===== config.mk =====
export PLATFORM = sky130hd
export DESIGN_NAME = w_pkt_writer_flat
export DESIGN_NICKNAME = d
export VERILOG_FILES = /design/src/rtl/fifo_pkg.sv /design/src/rtl/w_pkt_writer_if.sv /design/src/rtl/skid_buf2.sv /design/src/rtl/w_pkt_writer.sv /design/src/flat_wrapper.sv
export SDC_FILE = /design/constraint.sdc
export NUM_CORES = 1
export LEC_CHECK = 0
export CORE_ASPECT_RATIO = 0.7
export CORE_MARGIN = 8
export CORE_UTILIZATION = 45
export DETAILED_ROUTE_END_ITERATION = 6
export DONT_BUFFER_PORTS = 1
export GPL_ROUTABILITY_DRIVEN = 0
export GPL_TIMING_DRIVEN = 0
export PLACE_DENSITY = 0.71
export SETUP_SLACK_MARGIN = 0.15
export SKIP_LAST_GASP = 1
export SLEW_MARGIN = 25
export SYNTH_ARGS = -nofsm -noshare
export SYNTH_HDL_FRONTEND = slang
export SYNTH_SLANG_ARGS = --single-unit

===== constraint.sdc =====
create_clock -name w_clk -period 6 [get_ports w_clk]
set_input_delay 1.2 -clock w_clk [delete_from_list [all_inputs] [get_ports w_clk]]
set_output_delay 1.2 -clock w_clk [all_outputs]
set_load 0.01 [all_outputs]

===== src/rtl/fifo_pkg.sv =====
// Shared definitions for the write-side FIFO packetizer.
//   state_t     : packetizer FSM state (2-bit encoding)
//   HDR_TAG_DEF : default constant placed in the top byte of a header word
//   SEQ_W       : width of the per-frame sequence number
package fifo_pkg;

  typedef enum logic [1:0] {
    ST_IDLE = 2'd0,
    ST_HDR  = 2'd1,
    ST_DATA = 2'd2,
    ST_SUM  = 2'd3
  } state_t;

  localparam logic [7:0] HDR_TAG_DEF = 8'hA5;
  localparam int         SEQ_W       = 8;

endpackage


===== src/rtl/w_pkt_writer_if.sv =====
// Bus bundle between the producer / w_ctrl side and w_pkt_writer.
//
// Handshake: a word {s_last, s_data} transfers on a rising w_clk edge where
// s_valid and s_ready are both 1. s_ready depends only on registered state,
// never on s_valid or w_full. A producer holding s_valid must keep s_data and
// s_last stable until the transfer. w_en is a write strobe, not a handshake:
// it is never high while w_full is high, so every w_en cycle is a real write.
//
//   s_data/s_valid/s_last : producer word stream into the packetizer
//   s_ready               : packetizer can accept a word this cycle
//   w_full                : full flag from w_ctrl
//   w_en/w_data           : FIFO write strobe and word to w_ctrl
//
// The master modport is the environment (producer plus w_ctrl); the slave
// modport is the packetizer.
interface w_pkt_writer_if #(
  parameter int DW = 16
);
  logic [DW-1:0] s_data;
  logic          s_valid;
  logic          s_last;
  logic          s_ready;
  logic          w_full;
  logic          w_en;
  logic [DW-1:0] w_data;

  modport master (
    output s_data, s_valid, s_last, w_full,
    input  s_ready, w_en, w_data
  );

  modport slave (
    input  s_data, s_valid, s_last, w_full,
    output s_ready, w_en, w_data
  );
endinterface


===== src/rtl/skid_buf2.sv =====
// Two-entry in-order buffer.
//   clk, rst   : clock and synchronous active-high reset
//   push/pdata : write a word (ignored when full)
//   pop        : drop the head word (ignored when empty)
//   head       : oldest stored word
//   count      : number of stored words, 0..2
// Push and pop in the same cycle leave count unchanged.
module skid_buf2 #(
  parameter int W = 17
) (
  input  logic         clk,
  input  logic         rst,
  input  logic         push,
  input  logic [W-1:0] pdata,
  input  logic         pop,
  output logic [W-1:0] head,
  output logic [1:0]   count
);

  logic [W-1:0] mem [2];
  logic         wr_ptr;
  logic         rd_ptr;
  logic [1:0]   count_q;
  logic         do_push;
  logic         do_pop;

  assign do_push = push && (count_q != 2'd2);
  assign do_pop  = pop  && (count_q != 2'd0);

  always_ff @(posedge clk) begin
    if (rst) begin
      mem[0]  <= '0;
      mem[1]  <= '0;
      wr_ptr  <= 1'b0;
      rd_ptr  <= 1'b0;
      count_q <= 2'd0;
    end else begin
      if (do_push) begin
        mem[wr_ptr] <= pdata;
        wr_ptr      <= ~wr_ptr;
      end
      if (do_pop) begin
        rd_ptr <= ~rd_ptr;
      end
      count_q <= count_q + {1'b0, do_push} - {1'b0, do_pop};
    end
  end

  assign head  = mem[rd_ptr];
  assign count = count_q;

endmodule


===== src/rtl/w_pkt_writer.sv =====
// Write-side frame packetizer. Buffers the producer stream in a 2-entry skid
// buffer and writes each frame to the FIFO as header + payload + checksum.
//   w_clk, rst : write clock, synchronous active-high reset
//   bus        : producer stream, w_full in, w_en/w_data out
//   seq        : sequence number of the current/next frame
//   busy       : FSM not idle or buffer holds words
//   dbg_state  : current FSM state
module w_pkt_writer
  import fifo_pkg::*;
#(
  parameter int         DW      = 16,
  parameter logic [7:0] HDR_TAG = HDR_TAG_DEF
) (
  input  logic             w_clk,
  input  logic             rst,
  w_pkt_writer_if.slave    bus,
  output logic [SEQ_W-1:0] seq,
  output logic             busy,
  output state_t           dbg_state
);

  state_t           state_q, state_d;
  logic [DW-1:0]    sum_q, sum_d;
  logic [SEQ_W-1:0] seq_q, seq_d;

  logic [DW:0]      head;
  logic [DW-1:0]    head_data;
  logic             head_last;
  logic [1:0]       count;
  logic             push;
  logic             pop;
  logic             w_en;
  logic [DW-1:0]    w_data;
  logic [DW-1:0]    hdr_word;

  // s_ready comes only from the registered count.
  assign bus.s_ready = (count != 2'd2);
  assign push        = bus.s_valid && bus.s_ready;
  assign head_data   = head[DW-1:0];
  assign head_last   = head[DW];

  skid_buf2 #(.W(DW + 1)) u_buf (
    .clk   (w_clk),
    .rst   (rst),
    .push  (push),
    .pdata ({bus.s_last, bus.s_data}),
    .pop   (pop),
    .head  (head),
    .count (count)
  );

  // Tag in the top byte, sequence number in the low byte, zeros between.
  always_comb begin
    hdr_word                = '0;
    hdr_word[SEQ_W-1:0]     = seq_q;
    hdr_word[DW-1 -: 8]     = HDR_TAG;
  end

  always_ff @(posedge w_clk) begin
    if (rst) begin
      state_q <= ST_IDLE;
      sum_q   <= '0;
      seq_q   <= '0;
    end else begin
      state_q <= state_d;
      sum_q   <= sum_d;
      seq_q   <= seq_d;
    end
  end

  always_comb begin
    state_d = state_q;
    sum_d   = sum_q;
    seq_d   = seq_q;
    w_en    = 1'b0;
    w_data  = '0;
    pop     = 1'b0;
    case (state_q)
      // Leaving on an incoming push lets the header go out the cycle after
      // the first word is accepted.
      ST_IDLE: begin
        if ((count != 2'd0) || push) state_d = ST_HDR;
      end
      ST_HDR: begin
        w_en   = ~bus.w_full;
        w_data = hdr_word;
        if (w_en) begin
          sum_d   = '0;
          state_d = ST_DATA;
        end
      end
      ST_DATA: begin
        w_en   = (count != 2'd0) && !bus.w_full;
        w_data = head_data;
        if (w_en) begin
          pop   = 1'b1;
          sum_d = sum_q + head_data;   // carry discarded
          if (head_last) state_d = ST_SUM;
        end
      end
      ST_SUM: begin
        w_en   = ~bus.w_full;
        w_data = sum_q;
        if (w_en) begin
          seq_d   = seq_q + 1'b1;      // 255 wraps to 0
          state_d = ST_IDLE;
        end
      end
      default: state_d = ST_IDLE;
    endcase
  end

  assign bus.w_en   = w_en;
  assign bus.w_data = w_data;
  assign seq        = seq_q;
  assign busy       = (state_q != ST_IDLE) || (count != 2'd0);
  assign dbg_state  = state_q;

endmodule

===== src/flat_wrapper.sv =====
// flat-port wrapper written by rule: the top's interface ports become plain ports
module w_pkt_writer_flat import fifo_pkg::*;
#(
  parameter int         DW      = 16,
  parameter logic [7:0] HDR_TAG = HDR_TAG_DEF
)
  (w_clk, rst, seq, busy, dbg_state, bus_s_data, bus_s_valid, bus_s_last, bus_w_full, bus_s_ready, bus_w_en, bus_w_data);
  w_pkt_writer_if #(.DW(DW)) bus_i ();
  input  logic w_clk;
  input  logic rst;
  output logic [SEQ_W-1:0] seq;
  output logic busy;
  output state_t dbg_state;
  input wire logic [$bits(bus_i.s_data)-1:0] bus_s_data;
  input wire logic [$bits(bus_i.s_valid)-1:0] bus_s_valid;
  input wire logic [$bits(bus_i.s_last)-1:0] bus_s_last;
  input wire logic [$bits(bus_i.w_full)-1:0] bus_w_full;
  output wire logic [$bits(bus_i.s_ready)-1:0] bus_s_ready;
  output wire logic [$bits(bus_i.w_en)-1:0] bus_w_en;
  output wire logic [$bits(bus_i.w_data)-1:0] bus_w_data;
  assign bus_i.s_data = bus_s_data;
  assign bus_i.s_valid = bus_s_valid;
  assign bus_i.s_last = bus_s_last;
  assign bus_i.w_full = bus_w_full;
  assign bus_s_ready = bus_i.s_ready;
  assign bus_w_en = bus_i.w_en;
  assign bus_w_data = bus_i.w_data;
  w_pkt_writer #(.DW(DW), .HDR_TAG(HDR_TAG)) u_core (.w_clk(w_clk), .rst(rst), .bus(bus_i), .seq(seq), .busy(busy), .dbg_state(dbg_state));
endmodule

Yosys cells after proc, flatten, opt, wreduce, memory -nomap -nowiden:

Memory sizes are Yosys's and may differ from the RTL's. A register that Yosys moved wholly into a read port is not among the register bits.
Index checks and enable logic that the tools add are counted.

* bitwise operators: 3
* reductions and logical operators: 16
* add/subtract/negate cells: 4
* eq/ne operators: 9
* muxes and demuxes: 23

Operators by type and width (count)
* $pmux 16 s3: 1
* $mux 16: 2
* $pmux 16 s2: 1
* $mux 17: 1
* $reduce_or 17->1: 1
* $add 16x16->16: 1
* $mux 1: 11
* $mux 2: 5
* $add 8x1->8 const B: 1
* $pmux 2 s4: 1
* $ne 2x1->1 const B: 3
* $ne 2x2->1 const B: 3
* $reduce_bool 2->1: 3
* $reduce_and 5->1: 1
* $eq 2x2->1 const B: 2
* $logic_and 1x1->1: 4
* $not 1->1: 3
* $reduce_and 3->1: 1
* $add 2x1->2: 1
* $eq 2x1->1 const B: 1
* $logic_not 2->1: 1
* $logic_or 1x1->1: 2
* $pmux 1 s2: 1
* $reduce_and 2->1: 1
* 3 further kinds: 3

* memory bits (writable): 34
* register bits: 30
* memories: 1
* logic and storage cells: 62

Memories
* u_core.u_buf.mem: depth 2, bits a word 17, rd ports 1, clocked after Yosys merged registers in 1, write ports 2, line skid_buf2.sv:20 `logic [W-1:0] mem [2];`

Longest topological paths before layout:

Gate-level depths: netlist of run 1.

* depth in word-level cells: 8
* gate-level depth with buffers: 10
* depth with buffers taken out: 10

Cells and area by module:

A second synthesis of run 1 with hierarchy kept.

* cells, all modules: 385
* area, all modules: 3796.1 sq um

By module, submodules not included
* w_pkt_writer: cells an instance 252, instances 1, area an instance 2030.7 sq um
* skid_buf2: cells an instance 133, instances 1, area an instance 1765.4 sq um

Worst setup path before layout of run 1:

OpenSTA, ideal clock, no wires.

* path kind: reg-to-reg
* from: reg with a tool-made name
* to: reg u_core.sum_q[14]
* library setup time: 0.062 ns
* arrival: 3.099 ns
* clock period less this slack: 3.162 ns
* data required time: 5.938 ns
* path buffers: 2
* stages on the path, launching flop included: 11
* slack: 2.838 ns
* cell sequence: dfxtp_1 -> buf_2 -> buf_1 -> mux2_2 -> ha_1 -> fa_1 -> a21o_1 -> a221o_1 -> a221o_1 -> or3_1 -> nand2_1

RTL lines
* end signal: assignment: line w_pkt_writer.sv:66 `sum_q <= sum_d;`
* end: declaration: line w_pkt_writer.sv:23 `logic [DW-1:0] sum_q, sum_d;`

Worst setup path in the final report of run 1:

* from: reg u_core.state_q[1], in the netlist u_core.dbg_state[1]
* to: out bus_w_data[13]

* word-level cells in the longest chain between the ends: 2
* elaborated cells between the ends (all ways): 4
* classes of those cells: eq/ne: 3; mux: 1

RTL lines
* start: declaration: line w_pkt_writer.sv:22 `state_t state_q, state_d;`
* start signal: assignment: line w_pkt_writer.sv:65 `state_q <= state_d;`
* $eq 2x2->1 / $eq 2x1->1 (equally long branches): line w_pkt_writer.sv:78 `case (state_q)`
* $pmux 16 s3 *: line w_pkt_writer.sv:78
* end: declaration: line flat_wrapper.sv:20 `output wire logic [$bits(bus_i.w_data)-1:0] bus_w_data;`

Mark *: on every way between the ends. The rest lies on a longest branch, timed or not.

==> results.txt, run 1 <==
Synth cell types: 46
Lkg Pwr: 1.62 nW
Iteration-0 DRC Markers: 231
Period Utilization, post-route: 0.621
Core ar.: 7870 sq um
Worst endpoint required time: 4800 ps
TritonRoute pass-1 iters: 5
Vias/cell: 5.87
HP Start: u_core.u_buf.rd_ptr
# port buffers: 0
Drt wl/cell: 19.1 um
First-pass GRT wire length: 14.0 mm
Ports: 50
Layout Area Growth over Synthesis: 11.8%
Ant. Diodes: 0
Vias in the first global route: 2627
Async S/R FF share, synth: 0
Tmin final: 3730 ps
Post-cts hold buffer count: 0
CP Data Arrival Time: 2530 ps
Pin count of the biggest net entering global routing: 18
# DRC: 0
Worst Hold Path EP: u_core.u_buf.rd_ptr
Die area: 11300 sq um
Clock Sinks: 65
Fin worst setup slack: 2270 ps
Post-Syn Area: 3660 sq um
Max_cap viols: 0
Maximum fanout along the worst path: 10
Final Hold Fails: 0
Post-CTS Resized: 0
Register area: 1640 sq um
Antenna violations before repair: 0
Final Power: 1.40 mW
Main synth FF type: edfxtp_1
Avg Inst Size Synth: 10.2 sq um
Post-Layout Inst Area: 4090 sq um
Max VDD drop: 0.248 mV
Die H: 91.4 um
RSZ-0062 raised after global routing: no
Post-CTS Repair Setup Buffers: 0
Critical path launch point type: flip-flop
Post-synthesis instance total: 360
DR vias: 2801
#FFs+latches synth: 65
CP Capture Type: primary output
Pre-CTS setup slack: 2380 ps
Global Route Usage Sum: 0.165
Final setup TNS: 0 ps
Status: finished, final reports clean
Synth warn: 0
Die width: 124 um
Slew @ Worst Pin: 969 ps
Power Density: 343 nW/um^2
Maximum buffer depth of the clock tree: 2
Post-DP HPWL: 6.77 mm
Placed Area: 3800 sq um
Multi-input gate area: 1940 sq um
WHS Path Cells: 2
R2R setup slack: 2410 ps
Cell Rows: 27
Num CTS Buffers: 9
Overflow left after global routing: 0
# fillers: 699
Final wirelength: 9.10 mm
H-tree depth: 3
FMAX: 268 MHz
Max Slew Vio Count: 0
HP Class: reg -> reg
Rel. slew slack: 0.353
Initial core utilization: 0.465
R2R Path End: u_core.sum_q[14]
Clock Latency Late Sink: 330 ps
Min Hold Slack: 518 ps
Fin Clk Skew: 4.51 ps
CTS tree: yes
Sequential area share after synthesis: 0.449
Critical path type: reg -> out
Reg clk slew, reported paths: 50 ps
Final nets: 416
Setup violators final: 0
Layout cells sized above 1: 0.0957
Number of synthesized flops with an enable pin: 34
Final ANT Viol Nets: 0
Mapped Nets: 404
Clk root buf: clkbuf_16
Reg2Reg Depth: 10
[layer usage]
layer,up-vias,share of wire,global-route usage
met5,-,0,0
met4,0,0.010,0.0519
met3,10,0.13,0.0742
met2,125,0.41,0.224
met1,1322,0.45,0.225
li1,1344,-,-
[kinds of logic after synthesis]
logic type | synth area share
and+or+nand+nor | 0.179
xor gates and xnor gates | 0.0527
buffers and inverters | 0.0236
adders and majority gates | 0.0807
muxes | 0.0599
DFF | 0.449
AOI/OAI and AO/OA | 0.156
[registers in the layout (all words and copies together) (netlist names), named ones only]
signal               count
u_core.u_buf.count       2
u_core.sum_q            16
u_core.u_buf.rd_ptr      1
u_core.u_buf.mem        34
u_core.dbg_state         2
u_core.seq               8
u_core.u_buf.wr_ptr      1
[layout by cell type, fill, tap and decap left out, types with 4 or more instances in the layout]
master      n
nor2_1     42
and2_1     37
edfxtp_1   34
dfxtp_1    31
nand2_1    26
ha_1       22
mux2_2     15
clkbuf_1   14
a21oi_1    13
xnor2_1    11
xor2_1     11
a22oi_1    10
a222oi_1    9
clkbuf_16   9
a21o_1      8
o21ai_0     7
a31oi_1     6
mux2i_1     5
a22o_1      5
and3_1      4
[cell type report]
class                      count  share of cell area
multi-input combinational    273               0.474
sequential                    65               0.401
clock buffer                  10              0.0560
tap                          101              0.0309
buffer                        19              0.0184
clock inverter                 5              0.0141
timing repair buffer           1             0.00275
inverter                       3             0.00275
[metrics by stage]
stage	std cells	util
6_report	477	0.520
4_1_cts	477	0.520
5_1_grt	477	0.520
2_1_floorplan	360	-
3_3_place_gp	461	0.481
3_5_place_dp	462	0.483
[power by group]
part | leakage (nW) | internal [mW] | total, mW | switching, mW
clock network | 0.131 | 0.318 | 0.504 | 0.186
registers | 0.611 | 0.514 | 0.544 | 0.0300
logic | 0.880 | 0.117 | 0.356 | 0.238
[cell usage after synthesis, drive strengths merged, types with 3 or more instances]
library cell   n  share of area
dfxtp         31           0.17
a221o          3         0.0082
and3           4         0.0068
o21ai          7         0.0096
nor2b          3         0.0051
nand3          3         0.0041
buf            6         0.0072
nor3b          3         0.0062
a31oi          6          0.010
a21oi         13          0.018
nand4          3         0.0051
ha            22          0.075
a22o           5          0.012
a22oi         10          0.021
a222oi         9          0.025
a21o           8          0.016
nor2          42          0.043
and2          37          0.063
xnor2         11          0.026
inv            3         0.0031
xor2          11          0.026
mux2          15          0.046
mux2i          5          0.014
edfxtp        34           0.28
nand2         26          0.027
clkbuf        13          0.013
[worst max-delay path, stage by stage, from the launching register on]
cell,delay [ps]
dfxtp_1,570
ha_1,290
buf_1,370
clkbuf_1,510
nand2_1,110
a31oi_1,350
[worst max-delay path by stage]
| stage | start | slack (ps) | endpoint |
|---|---|---|---|
| floorplan | flip-flop | 2840 | u_core.sum_q[14] |
| global placement | flip-flop | 2420 | u_core.sum_q[14] |
| detailed placement | flip-flop | 2380 | u_core.sum_q[14] |
| CTS | u_core.dbg_state[1] | 2260 | bus_w_data[13] |
| global route | u_core.dbg_state[1] | 2050 | bus_w_data[10] |
| finish | u_core.dbg_state[1] | 2270 | bus_w_data[13] |
Note: power is estimated with default switching activity, not from simulation.
==> run 2, diff against run 1 <==
- clock period: 6 -> 3.7 ns (I/O delays scaled with it)
==> results.txt, run 2 (synthesized netlist as in run 1, its figures left out) <==
Ant. Diodes: 0 (unchanged)
Stages on worst setup path: 5 (unchanged)
Final ANT Viol Nets: 0 (unchanged)
Die width: 124 um (unchanged)
Critical path launch point type: flip-flop
Status: finished, final reports clean
Post-CTS Resized: 0 (unchanged)
Reg clk slew, reported paths: 50 ps (about the same)
Rel. slew slack: 0.307 (-0.0462)
CP Data Arrival Time: 2540 ps (about the same)
RSZ-0062 raised after global routing: no
R2R setup slack: 480 ps (-1930 ps)
Maximum buffer depth of the clock tree: 2 (unchanged)
Largest Register: u_core.u_buf.mem
Most frequent cells in the layout: nor2_1 (42), and2_1 (37), edfxtp_1 (34), dfxtp_1 (31), nand2_1 (26)
Maximum fanout along the worst path: 10 (unchanged)
Slew @ Worst Pin: 1040 ps (+69.1 ps)
Num CTS Buffers: 9 (unchanged)
Setup violators final: 0 (unchanged)
Crit path max-delay cell type: dfxtp_1
DR vias: 2814 (+0.46%)
End-of-flow core utilization: 0.519 (about the same)
Reg2Reg Depth: 9 (-1)
Antenna violations before repair: 0 (unchanged)
Tmin final: 3280 ps
Post-cts hold buffer count: 0 (unchanged)
Drt wl/cell: 19.0 um (-0.51%)
Final nets: 415 (-0.24%)
Core ar.: 7870 sq um (unchanged)
Max_cap viols: 0 (unchanged)
Global Route Usage Sum: 0.163 (-0.00116)
Worst-path cell chain: ha_1, buf_1, clkbuf_1, nand2_1, a31oi_1
Layout cells sized above 1: 0.0960 (+0.000255)
Vias in the first global route: 2613 (-0.53%)
Crit path max-delay family: buffers and inverters
Clk root buf: clkbuf_16
# DRC: 0 (unchanged)
Post-DP HPWL: 6.77 mm (unchanged)
R2R Path End: u_core.sum_q[14]
H-tree depth: 3 (unchanged)
Critical path type: reg -> out
Fin Clk Skew: 5.97 ps (+1.45 ps)
Vias/cell: 5.91 (+0.68%)
Worst endpoint required time: 2960 ps (-1840 ps)
CP Capture Type: primary output
Clock Latency Late Sink: 330 ps (about the same)
Post-CTS Repair Setup Buffers: 0 (unchanged)
Lkg Pwr: 1.62 nW (about the same)
Crit path largest cell delay: 570 ps (about the same)
Cell Rows: 27 (unchanged)
Post-Layout Inst Area: 4090 sq um (about the same)
Most common cell after layout, fill and taps aside: nor2_1
HP Class: reg -> reg
Die area: 11300 sq um (unchanged)
CTS tree: yes
CP Buf/Inv Count: 2 (unchanged)
First-pass GRT wire length: 13.9 mm (-0.58%)
Largest register FFs: 34 (unchanged)
Ports: 50 (unchanged)
Pin count of the biggest net entering global routing: 18 (unchanged)
Iteration-0 DRC Markers: 223 (-3.5%)
Final wirelength: 9.03 mm (-0.71%)
Placed Area: 3800 sq um (unchanged)
Initial core utilization: 0.465 (unchanged)
Clock Sinks: 65 (unchanged)
Overflow left after global routing: 0 (unchanged)
Layout Area Growth over Synthesis: 11.7% (about the same)
Final Hold Fails: 0 (unchanged)
TritonRoute pass-1 iters: 5 (unchanged)
Worst setup path start: u_core.dbg_state[1]
Final setup TNS: 0 ps (unchanged)
Die H: 91.4 um (unchanged)
Max Slew Vio Count: 0 (unchanged)
Power Density: 558 nW/um^2 (+63%)
FMAX: 304 MHz
Max VDD drop: 0.406 mV (+63%)
Period Utilization, post-route: 0.888
Crit path to: bus_w_data[13]
# port buffers: 0 (unchanged)
## run 2: changes by cell type in the layout (fill, tap and decap cells not counted)
cell	previous run	this run
buf_1	3	2
## run 2: worst min path at each step
stage                        startpoint  cells after the start                  end
detailed placement  u_core.u_buf.rd_ptr                      2  u_core.u_buf.rd_ptr
global route            u_core.sum_q[8]                      1      u_core.sum_q[8]
global placement       u_core.sum_q[13]                      1     u_core.sum_q[13]
floorplan              u_core.sum_q[13]                      1     u_core.sum_q[13]
finish              u_core.u_buf.rd_ptr                      2  u_core.u_buf.rd_ptr
CTS                 u_core.u_buf.rd_ptr                      2  u_core.u_buf.rd_ptr
## run 2: area by class of cell
class,instances,area [sq um]
multi-input combinational,273,1940
inverter,3,11.3
sequential,65,1640
tap,101,126
clock inverter,5,57.6
buffer,18,71.3
clock buffer,10,229
timing repair buffer,1,11.3
fill,701,3780
## run 2: tightest hold or removal path: stages (launching register included)
cell and delay (ps):
dfxtp_1 320, xnor2_1 90, nor2_1 80
## run 2: per-stage QoR
stage / power (mW) / hold WS [ps] / std cells / worst slack (ps)
after floorplan: 1.31 / 470 / 360 / 538
after global placement: 1.45 / 492 / 461 / 121
after detailed placement: 1.47 / 501 / 462 / 82.4
after CTS: 2.29 / 519 / 476 / 422
after global routing: 2.39 / 548 / 476 / 212
final: 2.28 / 519 / 476 / 416
## run 2: report_power, final
part	leakage (nW)	switching, mW	internal [mW]	total [mW]
registers	0.611	0.0488	0.834	0.882
clock network	0.131	0.304	0.516	0.819
logic	0.879	0.389	0.190	0.579
total	1.62	0.741	1.54	2.28
## run 2: layer usage
metal | wire length (um) | GRT usage
met3 | 1130 | 0.0742
met1 | 4100 | 0.223
met2 | 3710 | 0.223
met4 | 95 | 0.0519
met5 | 0 | 0
